**src/rtl/rs_pkg.sv**
```systemverilog
// Shared types and default parameters for the rs_latch driver.
// The state enum is also used for the debug state port.
package rs_pkg;

  typedef enum logic [2:0] {
    INIT,
    IDLE,
    PULSE,
    WAIT_FB,
    GAP,
    DONE
  } rs_state_e;

  localparam int DEF_PULSE_W = 4;
  localparam int DEF_GAP_W   = 2;
  localparam int DEF_TIMEOUT = 16;

  // One counter serves every state, so it must hold the largest count.
  function automatic int cnt_width(input int p, input int g, input int t);
    int m;
    m = p;
    if (g > m) m = g;
    if (t > m) m = t;
    return $clog2(m + 1);
  endfunction

endpackage

```
**src/rtl/sync_2ff.sv**
```systemverilog
// Two-flop synchronizer for the asynchronous latch feedback pins.
module sync_2ff (
  input  logic clk,
  input  logic reset,
  input  logic d,
  output logic q
);

  logic meta;

  always_ff @(posedge clk or posedge reset) begin
    if (reset) begin
      meta <= 1'b0;
      q    <= 1'b0;
    end else begin
      meta <= d;
      q    <= meta;
    end
  end

endmodule

```
**src/rtl/rs_latch_driver.sv**
```systemverilog
// Clocked driver for an external cross-coupled RS latch: one clean set/reset pulse per
// request, set and reset never high together, feedback checked through synchronizers.
module rs_latch_driver
  import rs_pkg::*;
#(
  parameter int PULSE_W = DEF_PULSE_W,
  parameter int GAP_W   = DEF_GAP_W,
  parameter int TIMEOUT = DEF_TIMEOUT
) (
  input  logic      clk,
  input  logic      reset,
  // Handshake: a request transfers on a rising edge where req_valid && req_ready; the
  // requester keeps req_valid/req_level stable until then. req_ready is high only in IDLE.
  input  logic      req_valid,
  input  logic      req_level,
  output logic      req_ready,
  output logic      s_out,
  output logic      r_out,
  input  logic      q_fb,
  input  logic      qn_fb,
  output logic      level,
  output logic      done,
  output logic      err_timeout,
  output logic      err_forbidden,
  input  logic      err_clr,
  output rs_state_e state
);

  localparam int CNT_W = cnt_width(PULSE_W, GAP_W, TIMEOUT);

  logic [CNT_W-1:0] cnt;
  logic             target;
  logic             from_init;
  logic             q_s;
  logic             qn_s;
  logic             forbid_prev;
  logic             forbid_now;
  logic             fb_ok;
  logic             timeout_hit;

  sync_2ff u_sync_q (
    .clk   (clk),
    .reset (reset),
    .d     (q_fb),
    .q     (q_s)
  );

  sync_2ff u_sync_qn (
    .clk   (clk),
    .reset (reset),
    .d     (qn_fb),
    .q     (qn_s)
  );

  assign forbid_now  = (state == IDLE) && (q_s == qn_s);
  assign fb_ok       = (q_s == target) && (qn_s != target);
  assign timeout_hit = (state == WAIT_FB) && !fb_ok && (cnt == CNT_W'(TIMEOUT - 1));

  always_ff @(posedge clk or posedge reset) begin
    if (reset) begin
      state         <= INIT;
      cnt           <= '0;
      target        <= 1'b0;
      from_init     <= 1'b0;
      s_out         <= 1'b0;
      r_out         <= 1'b0;
      req_ready     <= 1'b0;
      done          <= 1'b0;
      level         <= 1'b0;
      err_timeout   <= 1'b0;
      err_forbidden <= 1'b0;
      forbid_prev   <= 1'b0;
    end else begin
      done        <= 1'b0;
      forbid_prev <= forbid_now;

      // A new error condition in the same cycle as err_clr keeps the flag set.
      if (forbid_now && forbid_prev) err_forbidden <= 1'b1;
      else if (err_clr)              err_forbidden <= 1'b0;
      if (timeout_hit)               err_timeout   <= 1'b1;
      else if (err_clr)              err_timeout   <= 1'b0;

      case (state)
        INIT: begin
          if (cnt == CNT_W'(PULSE_W)) begin
            r_out     <= 1'b0;
            from_init <= 1'b1;
            cnt       <= '0;
            state     <= GAP;
          end else begin
            r_out <= 1'b1;
            cnt   <= cnt + 1'b1;
          end
        end
        IDLE: begin
          if (req_valid && req_ready) begin
            req_ready <= 1'b0;
            target    <= req_level;
            level     <= req_level;
            cnt       <= '0;
            // Already in the requested state and the latch agrees: skip the pulse.
            if ((req_level == level) && (q_s == req_level)) begin
              state <= DONE;
            end else begin
              s_out <= req_level;
              r_out <= ~req_level;
              state <= PULSE;
            end
          end
        end
        PULSE: begin
          if (cnt == CNT_W'(PULSE_W - 1)) begin
            s_out <= 1'b0;
            r_out <= 1'b0;
            cnt   <= '0;
            state <= WAIT_FB;
          end else begin
            cnt <= cnt + 1'b1;
          end
        end
        WAIT_FB: begin
          if (fb_ok || timeout_hit) begin
            from_init <= 1'b0;
            cnt       <= '0;
            state     <= GAP;
          end else begin
            cnt <= cnt + 1'b1;
          end
        end
        GAP: begin
          if (cnt == CNT_W'(GAP_W - 1)) begin
            cnt <= '0;
            if (from_init) begin
              from_init <= 1'b0;
              req_ready <= 1'b1;
              state     <= IDLE;
            end else begin
              state <= DONE;
            end
          end else begin
            cnt <= cnt + 1'b1;
          end
        end
        DONE: begin
          done      <= 1'b1;
          req_ready <= 1'b1;
          cnt       <= '0;
          state     <= IDLE;
        end
        default: begin
          s_out <= 1'b0;
          r_out <= 1'b0;
          cnt   <= '0;
          state <= INIT;
        end
      endcase
    end
  end

endmodule

```
**config.mk**
```make
export PLATFORM = sky130hd
export DESIGN_NAME = rs_latch_driver
export DESIGN_NICKNAME = d
export VERILOG_FILES = /design/src/rtl/rs_pkg.sv /design/src/rtl/sync_2ff.sv /design/src/rtl/rs_latch_driver.sv
export SDC_FILE = /design/constraint.sdc
export NUM_CORES = 1
export LEC_CHECK = 0
export CORE_UTILIZATION = 40
export DETAILED_ROUTE_END_ITERATION = 8
export GPL_ROUTABILITY_DRIVEN = 0
export SLEW_MARGIN = 20
export SYNTH_ARGS = -nofsm -noshare
export SYNTH_HDL_FRONTEND = slang
export SYNTH_SLANG_ARGS = --single-unit
export TNS_END_PERCENT = 5
```
**constraint.sdc**
```tcl
create_clock -name clk -period 1.9 [get_ports clk]
set_clock_uncertainty 0.05 [all_clocks]
set_input_delay 0.38 -clock clk [delete_from_list [all_inputs] [get_ports clk]]
set_output_delay 0.38 -clock clk [all_outputs]
set_load 0.01 [all_outputs]
```
==> results of run 1 <==
==> final timing paths <==
check | start | endpoint | slack (ps) | cells past startpoint
min | u_sync_q.meta | u_sync_q.q | 310 | 0
min in group asynchronous | reset | u_sync_q.meta | 340 | 3
min reg2reg | u_sync_q.meta | u_sync_q.q | 310 | 0
max in group asynchronous | reset | state[0] | 1240 | 3
max | state[0] | state[0] | 30 | 1
max reg2reg | cnt[1] | r_out | 40 | 6
==> cell usage after synthesis <==
cell type / instances
and3b_1: 1
nor3_1: 6
or2_2: 1
nor4b_1: 1
a211o_1: 1
nand3b_1: 2
buf_4: 2
nor3b_2: 1
a32oi_1: 1
ha_1: 4
a21oi_1: 2
buf_6: 1
and3_1: 3
nor2b_1: 1
o211a_1: 1
nand2b_1: 3
o21bai_1: 3
a22o_1: 2
nand4bb_2: 1
and2_1: 1
dfrtp_1: 21
or4b_4: 2
o21ai_1: 4
mux2_2: 3
a21boi_0: 2
nand3_1: 4
or4_1: 3
nor2_1: 4
inv_1: 7
o31a_1: 1
xor2_1: 1
o221a_1: 1
a22oi_4: 1
o21ai_0: 7
nor4_1: 1
nor3b_1: 3
a21o_1: 1
nand2_1: 12
==> kinds of logic (layout without fill, tap and decap cells) <==
| logic type | count (synthesis) | count (layout) | share of synthesized area, % |
|---|---|---|---|
| flops | 21 | 21 | 44.8 |
| buf+inv | 10 | 44 | 4.48 |
| xor+xnor | 1 | 1 | 0.746 |
| fa+ha+maj | 4 | 4 | 4.26 |
| mux | 3 | 3 | 2.88 |
| simple gates | 50 | 50 | 26.1 |
| compound gates | 27 | 27 | 16.7 |
==> layer usage <==
layer	vias up	track usage, %	share of wire [%]
li1	489	-	-
met4	0	8.36	2.0
met1	467	22.6	50
met3	6	2.09	2.3
met2	13	27.0	45
met5	-	0	0
==> power groups by stage <==
stage	logic, mW	clock network (mW)	registers, mW
after floorplan	0.687	0	0.723
after global placement	1.12	0	0.697
after detailed placement	1.13	0	0.698
after CTS	1.17	0.239	0.691
after global routing	1.29	0.256	0.709
final	1.18	0.231	0.689
==> final cells by class <==
type / count / area, sq um
clock buffers: 3 / 22.5
flip-flops and latches: 21 / 526
inverters: 7 / 26.3
clock inverters: 1 / 7.51
repair buffers: 33 / 288
well taps: 31 / 38.8
multi-input cells: 85 / 637
fillers: 242 / 1210
==> what timing repair did <==
action	CTS	global route
setup endpoints to repair	5	9
setup buffers	0	1
pin swaps	3	4
resized for setup	3	3
==> through the flow <==
| step | worst slack (ps) | total power [mW] |
|---|---|---|
| 2_1_floorplan | 3.44 | 1.41 |
| 3_3_place_gp | -52.4 | 1.82 |
| 3_5_place_dp | -90.2 | 1.83 |
| 4_1_cts | 6.94 | 2.10 |
| 5_1_grt | -50.1 | 2.26 |
| 6_report | 34.3 | 2.10 |
==> metrics, run 1 <==
status finished clean; TritonCTS clock tree done; core area about 2800 sq um; fin crit period 1870 ps; Routed Antenna Nets 0; Worst Path Buf+Inv 1; Slew Limit Fails 0; Setup CP Type reg2out; Slew HR between 60% and 70%; P per Cell Area around 1400 nW/um^2; global-route wire length before repair roughly 4100 um; hold slack final approximately 310 ps; critical path endpoint category primary output; Area contributors post-synth dfrtp_1, ha_1, nand2_1; site row count 19; dominant cell type by area after synthesis dfrtp_1; DRT iter0 DRCs 23; crit-path max cell delay between 500 and 600 ps; Remaining DRCs 0; switch share between 30% and 40%; share of cells above drive strength 1 between 20% and 30%; cell count after placement around 180; Post-DP HPWL 1810 um; Global Route Usage Sum between 10% and 20%; Post-Syn Nets between 100 and 150; Ports 17; Detailed Route WL between 2000 and 2500 um; # setup viols final 0; crit path max-delay cell type clkdlybuf4s50_1; most common cell after layout, fill and taps aside dfrtp_1; Synth Cell Area roughly 1200 sq um; antenna violations before repair 0; required time of the critical path about 1500 ps; First-pass DRT Iterations 4; post-synthesis sequential area ratio between 40 and 50%; Clock Latency Late Sink roughly 310 ps; Synth Register Bits 21; crit start category flip-flop; Fin. Hold Viols 0; CTS H-Tree Depth 1; hold buffer count at CTS 0; fin util a little under three fifths; Gate power share 56.2%; Seq pwr share between 30% and 40%; Max Cap Viol 0; Initial Util between 40% and 50%; Syn. warnings 0; Power Internal about 1.3 mW; total CTS buffers 3; WL/cell around 13 um; pin count of the biggest net entering global routing 22; clk buf depth 2; most frequent cells in the layout dfrtp_1, buf_4, clkdlybuf4s50_1; clock sink count 21; diode count 0; Fin Setup TNS 0 ps; post-layout instance area roughly 1500 sq um; Fmax around 0.54 GHz; Top reg by flops cnt; vias just under 1,000; Synth Area per Inst 10.1 sq um; max reg flops 5; DR vias/cell roughly 5.4; critical path, cell by cell clkdlybuf4s50_1; fin crit share between 90% and 100%; VDD IR-drop max slightly above 0.001 V; Post-DP Area ~1500 sq um; Port Buffers 16; post-synthesis cell count about 120; Clk network pwr share a little over a tenth; crit path max fanout 10; CP arrival 1440 ps; largest registers cnt: 5 flops, state: 3 flops; die footprint around 3200 sq um; Clk pin slew, worst setup/hold paths approximately 130 ps; number of global-route vias before repair between 900 and 1,000; root buffer cell clkbuf_4; count of different cell masters after synthesis 38; family with the most delay on the worst path buffers and inverters; Leakage Power between 0.6 and 0.7 nW; total gr overflow 0; Chip Width ~56 um; RSZ-0062 raised after global routing true; worst min path class reg2reg; fin nets roughly 160; worst-margin pin slew 458 ps; number of cells in the finished layout apart from fillers 181; area share of the largest cell type after synthesis 44.8%; P&R area growth vs syn 31.7%; net switching power a little over 0.8 mW; Die Y 56.2 um
No activity file was read; power rests on OpenSTA's default activity.
==> run 2, diff against run 1 <==
Settings changed: SLEW_MARGIN 20 to 25.
==> results of run 2 <==
Final layout, timing and power as in run 1 (identical DEF).
==> run 3, diff against run 2 <==
Settings changed: RECOVER_POWER set to 50.
Clock period 1.9 ns to 1.7 ns, I/O delays scaled along.
==> run 3 against run 2 <==
The flow now finishes with violations (setup timing). Combinational power grew 33%. Clock power grew 8%. Via count grew 9.2%. Die area is the same. Sequential cell count is the same. Critical path depth grew 5. Global-route usage grew 1.8 points. Critical endpoint is now cnt[0]. Largest power group unchanged.
==> metrics, run 3 (synthesis gave the netlist of run 1 again) <==
worst-margin pin slew 526 ps (+68.2 ps); WL/cell 14.3 um (+7.8%); Max Cap Viol 0 (unchanged); layer with the highest usage met2; failing checks setup timing; Detailed Route WL 2780 um (+16%); most frequent cells in the layout buf_4, dfrtp_1, nand2_1; global-route wire length before repair 4660 um (+13%); status complete, but fails checks; clk buf depth 2 (unchanged); antenna violations before repair 0 (unchanged); Die Y 56.2 um (unchanged); Global Route Usage Sum 18.7% (+1.8 points); site row count 19 (unchanged); Slew HR 64.9% (-4.5 points); Fmax 0.519 GHz; r2r startpoint cnt[0]; Slew Limit Fails 0 (unchanged); DR vias/cell 5.49 (+1.9%); Chip Width 56.2 um (unchanged); most common cell after layout, fill and taps aside buf_4; die footprint 3150 sq um (unchanged); Worst Setup SP cnt[0]; vias 1,065 (+9.2%); DRT iter0 DRCs 37 (+61%); number of global-route vias before repair 1,029 (+11%); crit-path max cell delay 520 ps (-70 ps); Worst Reg-to-Reg Cells 6 (unchanged); hold buffer count at CTS 0 (unchanged); required time of the critical path 1890 ps (+420 ps); pin count of the biggest net entering global routing 22 (unchanged); GR Layer Usage met3 1.63% (-0.47 points); diode count 0 (unchanged); Setup crit end cnt[0]; total gr overflow 0 (unchanged); grt met2 use 31.0% (+3.9 points); clock sink count 21 (unchanged); post-layout instance area 1680 sq um (+8.4%); reg2reg end cnt[0]; Remaining DRCs 0 (unchanged); critical path endpoint category flip-flop; critical path, cell by cell ha_2 -> and3_4 -> ha_4 -> or4_4 -> and3_4 -> o21ai_2; First-pass DRT Iterations 4 (unchanged); Ports 17 (unchanged); fin crit period 1930 ps; P&R area growth vs syn 42.8%; CTS H-Tree Depth 1 (unchanged); reg2reg setup slack -230 ps (-270 ps); fin crit share 113%; Initial Util 42.6% (unchanged); core area 2760 sq um (unchanged); cell count after placement 187 (+6.3%); Fill cells 246 (+1.7%); CP arrival 2120 ps (+680 ps); number of cells in the finished layout apart from fillers 194 (+7.2%); Clock Latency Late Sink 310 ps (about the same); root buffer cell clkbuf_4; Fin. Hold Viols 0 (unchanged); RSZ-0062 raised after global routing true; Setup CP Type reg2reg; share of cells above drive strength 1 33.1% (+8.5 points); largest registers cnt: 5 flops, state: 3 flops; VDD IR-drop max 0.000969 V (-5.1%); crit path max-delay cell type or4_4; Routed Antenna Nets 0 (unchanged); Port Buffers 16 (unchanged); Place WS -235 ps (-145 ps); most frequent CP cell and3_4; Post-DP HPWL 2010 um (+11%); Fin Setup TNS -1670 ps (-1670 ps); max reg flops 5 (unchanged); hold slack final 313 ps (+1.25 ps); TritonCTS clock tree done; fin nets 175 (+8.0%); hold path startpoint u_sync_qn.meta; worst min path class reg2reg; total CTS buffers 3 (unchanged); crit start category flip-flop; Clk pin slew, worst setup/hold paths 120 ps (about the same); GR Layer Usage met1 26.2% (+3.5 points); Top reg by flops cnt; # setup viols final 11 (+11); Post-DP Area 1580 sq um (+7.1%); crit path max fanout 4 (-6); P per Cell Area 1530 nW/um^2 (+13%); post-route setup slack -226 ps (-260 ps); Leakage Power 0.792 nW (+14%)
==> run 3: changes by cell type in the layout (fill, tap and decap cells not counted), sizes merged <==
cell,previous run,this run
buf,17,29
clkbuf,3,4
clkdlybuf4s50,16,9
clkinv,0,1
clkinvlp,1,0
dlygate4sd2,0,2
dlygate4sd3,0,3
dlymetal6s2s,0,2
==> run 3: area by class of cell <==
class,count,area (sq um),area share [%]
Tap cell,31,38.8,2.32
Multi-Input combinational cell,85,668,39.9
Sequential cell,21,526,31.4
Clock buffer,3,22.5,1.34
Inverter,7,26.3,1.57
Clock inverter,1,5.00,0.299
Timing Repair Buffer,46,389,23.2
==> run 3: timing repair <==
item	CTS	global route
gates resized for setup	7	8
setup endpoints to repair	13	15
gates cloned	0	0
pin swaps	6	4
setup buffers	3	0
==> run 3: worst min path at each step <==
stage / slack [ps] / endpoint / cells after the start
floorplan: 270 / cnt[0] / 1
global placement: 280 / u_sync_q.q / 0
detailed placement: 290 / u_sync_qn.q / 0
CTS: 300 / u_sync_q.meta / 3
global route: 330 / u_sync_qn.q / 0
finish: 310 / u_sync_qn.q / 0
==> run 3: power by group <==
| part | internal (mW) | total (mW) | switching [mW] | leakage [nW] |
|---|---|---|---|---|
| registers | 0.635 | 0.749 | 0.114 | 0.266 |
| clock network | 0.0878 | 0.250 | 0.162 | 0.0177 |
| logic | 0.849 | 1.57 | 0.716 | 0.509 |
==> run 3: layer usage <==
layer  up-vias  part of all wire, %
met5         -                    0
met4         0                 0.97
met3         4                  3.6
met2        26                   48
met1       519                   47
li1        516                    -
==> run 3: worst max-delay path, delay by kind of cell (launching register included) <==
kind | cells | cell delay, ps
AND/OR/NAND/NOR | 3 | 900
adder cells (fa/ha/maj) | 2 | 360
flip-flops | 1 | 440
AO/OA/AOI/OAI | 1 | 110
==> run 3: through the flow <==
stage          power (mW)  util, %
2_1_floorplan        1.60        -
3_3_place_gp         2.18     57.2
6_report             2.56     60.8
5_1_grt              2.75     60.8
3_5_place_dp         2.19     57.2
4_1_cts              2.50     59.4
